--- config.mk ---
export PLATFORM = sky130hd
export DESIGN_NAME = mux_rr_sched
export DESIGN_NICKNAME = d
export VERILOG_FILES = /design/src/rtl/mux_rr_sched.sv
export SDC_FILE = /design/constraint.sdc
export NUM_CORES = 1
export LEC_CHECK = 0
export BUFFER_PORTS_ARGS = -buffer_cell sky130_fd_sc_hd__buf_2
export CORE_ASPECT_RATIO = 1.75
export CORE_MARGIN = 2
export CORE_UTILIZATION = 40
export CTS_BUF_LIST = sky130_fd_sc_hd__clkbuf_4
export DETAILED_ROUTE_END_ITERATION = 16
export PLACE_DENSITY = 0.69
export REMOVE_ABC_BUFFERS = 1
export SYNTH_ARGS = -nofsm -noshare
export SYNTH_HDL_FRONTEND = slang
export SYNTH_SLANG_ARGS = --single-unit
--- constraint.sdc ---
create_clock -name clk -period 5.5 [get_ports clk]
set_input_delay 0.55 -clock clk [delete_from_list [all_inputs] [get_ports clk]]
set_output_delay 0.55 -clock clk [all_outputs]
set_load 0.005 [all_outputs]
--- src/rtl/mux_rr_sched.sv ---
// Round-robin scheduler: four valid-qualified lanes share one DATA_W output channel, with a per-owner burst limit.
// Latency: grant is combinational in the consuming cycle; dataOut/validOut/laneOut are registered one cycle later.
// Backpressure: none downstream; a lane holds validIn high until it sees its grant. Stats macro: MUX_SCHED_STATS_EN (adds txCount).
module mux_rr_sched #(
    parameter int DATA_W = 8,
    parameter int BURST  = 4
) (
    input  logic              clk,
    input  logic              reset,
    input  logic [DATA_W-1:0] dataIn0,
    input  logic [DATA_W-1:0] dataIn1,
    input  logic [DATA_W-1:0] dataIn2,
    input  logic [DATA_W-1:0] dataIn3,
    input  logic              validIn0,
    input  logic              validIn1,
    input  logic              validIn2,
    input  logic              validIn3,
    output logic              grant0,
    output logic              grant1,
    output logic              grant2,
    output logic              grant3,
    output logic [DATA_W-1:0] dataOut,
    output logic              validOut,
    output logic [1:0]        laneOut
`ifdef MUX_SCHED_STATS_EN
    ,
    output logic [15:0]       txCount
`endif
);

    typedef enum logic {IDLE, OWN} state_t;

    state_t            stateQ;
    logic [1:0]        ownerQ;
    logic [3:0]        cntQ;
    logic [1:0]        ptrQ;

    logic [3:0]        reqVec;
    logic [3:0]        othersVec;
    logic [2:0]        pickPtr;
    logic [2:0]        pickNext;
    logic              grantVld;
    logic [1:0]        grantIdx;
    logic [3:0]        cntNext;
    logic              goIdle;
    logic [3:0]        grantVec;
    logic [DATA_W-1:0] selData;

    // Returns {found, lane}: first requesting lane in the order start, start+1, ... mod 4.
    function automatic logic [2:0] rrPick(input logic [3:0] req, input logic [1:0] start);
        logic [2:0] res;
        logic [1:0] lane;
        res = 3'b000;
        // Walk backwards so the earliest position in the search order is written last and wins.
        for (int k = 3; k >= 0; k--) begin
            lane = start + 2'(k);
            if (req[lane]) begin
                res = {1'b1, lane};
            end
        end
        return res;
    endfunction

    assign reqVec    = {validIn3, validIn2, validIn1, validIn0};
    assign othersVec = reqVec & ~(4'b0001 << ownerQ);
    assign pickPtr   = rrPick(reqVec, ptrQ);
    assign pickNext  = rrPick(othersVec, ownerQ + 2'd1);

    // Grant decision for this cycle: burst continuation, hand-over, sole-requester renewal, or release to IDLE.
    always_comb begin
        grantVld = 1'b0;
        grantIdx = ownerQ;
        cntNext  = cntQ;
        goIdle   = 1'b0;
        if (reset) begin
            case (stateQ)
                IDLE: begin
                    if (pickPtr[2]) begin
                        grantVld = 1'b1;
                        grantIdx = pickPtr[1:0];
                        cntNext  = 4'd1;
                    end
                end
                OWN: begin
                    if (reqVec[ownerQ] && (cntQ < 4'(BURST))) begin
                        grantVld = 1'b1;
                        grantIdx = ownerQ;
                        cntNext  = cntQ + 4'd1;
                    end else if (pickNext[2]) begin
                        grantVld = 1'b1;
                        grantIdx = pickNext[1:0];
                        cntNext  = 4'd1;
                    end else if (reqVec[ownerQ]) begin
                        // Uncontended owner keeps the channel; the burst window restarts.
                        grantVld = 1'b1;
                        grantIdx = ownerQ;
                        cntNext  = 4'd1;
                    end else begin
                        goIdle = 1'b1;
                    end
                end
                default: begin
                    goIdle = 1'b1;
                end
            endcase
        end
    end

    assign grantVec = grantVld ? (4'b0001 << grantIdx) : 4'b0000;
    assign grant0   = grantVec[0];
    assign grant1   = grantVec[1];
    assign grant2   = grantVec[2];
    assign grant3   = grantVec[3];

    // Data mux for the granted lane.
    always_comb begin
        case (grantIdx)
            2'd0:    selData = dataIn0;
            2'd1:    selData = dataIn1;
            2'd2:    selData = dataIn2;
            default: selData = dataIn3;
        endcase
    end

    // Scheduler state and registered output stage.
    always_ff @(posedge clk) begin
        if (!reset) begin
            stateQ   <= IDLE;
            ownerQ   <= 2'd0;
            cntQ     <= 4'd0;
            ptrQ     <= 2'd0;
            dataOut  <= '0;
            validOut <= 1'b0;
            laneOut  <= 2'd0;
        end else begin
            validOut <= grantVld;
            if (grantVld) begin
                dataOut <= selData;
                laneOut <= grantIdx;
                stateQ  <= OWN;
                ownerQ  <= grantIdx;
                cntQ    <= cntNext;
            end else if (goIdle) begin
                // Next search after an idle gap starts just past the last owner.
                stateQ <= IDLE;
                ptrQ   <= ownerQ + 2'd1;
                cntQ   <= 4'd0;
            end
        end
    end

`ifdef MUX_SCHED_STATS_EN
    // Saturating count of cycles that delivered a word on the output.
    always_ff @(posedge clk) begin
        if (!reset) begin
            txCount <= 16'd0;
        end else if (validOut && (txCount != 16'hFFFF)) begin
            txCount <= txCount + 16'd1;
        end
    end
`endif

endmodule

==> results.json <==
{
  "status": "finished, final reports clean",
  "initial_core_util": 0.421,
  "ys_seq_elements": 18,
  "final_hold_viol_count": 0,
  "slew_headroom": 0.578,
  "die-area_um2": 4130,
  "crit_path_end_kind": "output pin",
  "hp-class": "flip-flop to flip-flop",
  "final_cell_mix": "buf_2, mux2i_1, dfxtp_1",
  "first_iter_violations": 14,
  "grt_pass1_wl_mm": 5.87,
  "clk_pin_slew_worst_paths_ns": 0.10,
  "post_cts_buffers": 0,
  "drc": 0,
  "ir_drop_uv": 159,
  "die_y_um": 83.5,
  "clock_skew_ns": 0.00257,
  "preCtsSetupSlack_ns": 2.27,
  "grt_start_max_net_pins": 21,
  "overflow": 0,
  "finalWorstSetupSlack_ns": 1.89,
  "critPathLaunch": "ownerQ[0]",
  "ys_types": 44,
  "htree_levels": 1,
  "crit_arrival_ns": 3.06,
  "cts.sinks": 18,
  "core_area_um2": 3430,
  "cts_buffers": 3,
  "setup_tns_ns": 0,
  "diodes": 0,
  "wirelength_mm": 3.41,
  "dieWidth_um": 49.4,
  "avgSynthCellArea_um2": 9.32,
  "antenna_found_initial": 0,
  "critPathLaunchType": "flip-flop",
  "synth_top_area_cell": "dfxtp_1",
  "final_nets": 246,
  "groute.usage.overall": 0.176,
  "r2r_slack_ns": 2.38,
  "gp_congestion": 0.913,
  "pwr_density_cell_nw_per_um2": 220,
  "rr_worst_depth": 8,
  "yosysSeqAreaShare": 0.249,
  "cts_root_buffer": "clkbuf_4",
  "synth_top_flop_cell": "dfxtp_1",
  "reg2reg_from": "ownerQ[0]",
  "n_fill_cell": 369,
  "final_cell_area_um2": 1700,
  "rows": 28,
  "insertion_delay_ns": 0.28,
  "finalPower_mw": 0.374,
  "place.detailed.hpwl_mm": 2.74,
  "timing.final.crit_period_ns": 3.61,
  "area_growth_pct": 17.8,
  "drv_slew": 0,
  "crit_required_ns": 4.95,
  "cp_max_fo": 18,
  "final_common_cell": "buf_2",
  "synthTopCellsByArea": "dfxtp_1, mux2i_1, o221ai_2",
  "max_freq_mhz": 277,
  "hold_end": "cntQ[0]",
  "min-delay-start": "cntQ[0]",
  "tritoncts": "built",
  "yosys_warnings": 0,
  "ys_async_sr_fraction": 0,
  "hold-path-cell-count": 1,
  "regToRegEndpoint": "dataOut[0]",
  "drt_pass1_iterations": 4,
  "critical_path_class": "flip-flop to output pin",
  "setup_viol": 0,
  "viasPerCell": 5.52,
  "layout.cells.non_filler": 246,
  "drv_cap": 0,
  "ios": 53,
  "period_share": 0.656,
  "leakage_nw": 0.765,
  "drive_gt1_frac": 0.388,
  "clock_path_buffers": 2,
  "synth_edf_count": 0,
  "syn_inst": 155,
  "synth_top_area_share": 0.249,
  "placed_area_um2": 1680,
  "rsz0062_at_grt": "false",
  "cts_resized": 0,
  "worst_slew_pin_slew_ns": 0.632,
  "wire_per_inst_um": 13.8,
  "grt_pass1_vias": 1395,
  "antenna_left": 0,
  "vias": 1357,
  "portBuffers": 52,
  "syn_area_um2": 1450,
  "ctsHoldBuffers": 0,
  "place_inst": 243
}
cell usage after synthesis (2+ instances only):
library cell,number
and2_1,3
dfxtp_1,18
o221ai_1,2
o21ai_0,3
a211oi_1,2
nand2_1,8
o21ai_1,2
buf_2,2
nor2b_1,5
nor3_1,3
o221ai_2,10
nand3_1,8
inv_1,9
nand2_2,2
a21oi_1,10
a22oi_1,3
nand2b_1,3
buf_6,6
and3_1,4
nor2_1,7
ha_1,5
mux2i_1,18
logic make-up after synthesis:
| group | share of synthesized area |
|---|---|
| adders and majority gates | 0.0433 |
| and+or+nand+nor | 0.194 |
| AOI/OAI and AO/OA | 0.283 |
| buffers and inverters | 0.0874 |
| DFF | 0.249 |
| muxes | 0.143 |
where the power goes:
part           total [mW]  internal [mW]  switching (mW)
clock network      0.0635         0.0254          0.0381
registers           0.160          0.146          0.0135
logic               0.151         0.0727          0.0785
worst max path at each step:
| stage | endpoint | slack, ns | depth (start not counted) |
|---|---|---|---|
| global route | grant2 | 1.61 | 10 |
| floorplan | grant2 | 2.22 | 8 |
| CTS | grant0 | 1.93 | 9 |
| global placement | grant0 | 2.26 | 10 |
| detailed placement | grant0 | 2.27 | 9 |
| finish | grant0 | 1.89 | 9 |
state kept, by name (all words and copies together) (netlist names):
name	cells
validOut	1
cntQ	4
ownerQ	2
ptrQ	2
dataOut	8
stateQ	1
metal layers:
layer	track usage	wire length (µm)
met5	0	0
met3	0.0287	218
met1	0.186	1320
met2	0.328	1830
met4	0.0783	41
layout make-up:
class	instances	area, µm²	share of cell area
clock buffers	3	22.5	0.0132
inverters	10	37.5	0.0220
multi-input cells	117	958	0.563
flip-flops and latches	18	360	0.212
well taps	45	56.3	0.0331
repair buffers	53	268	0.157
worst max-delay path: stages (launching register included):
cell and delay, ns:
dfxtp_1 0.74, inv_1 0.22, ha_1 0.41, a211oi_1 0.30
o32a_2 0.21, a31oi_2 0.12, a211oi_4 0.35, inv_1 0.10
nor3_1 0.18, buf_2 0.15
stage by stage:
stage	util	hold slack [ns]
floorplan	-	0.441
global placement	0.489	0.468
detailed placement	0.489	0.470
CTS	0.496	0.487
global route	0.496	0.518
finish	0.496	0.481
(Power assumes the default switching activity.)
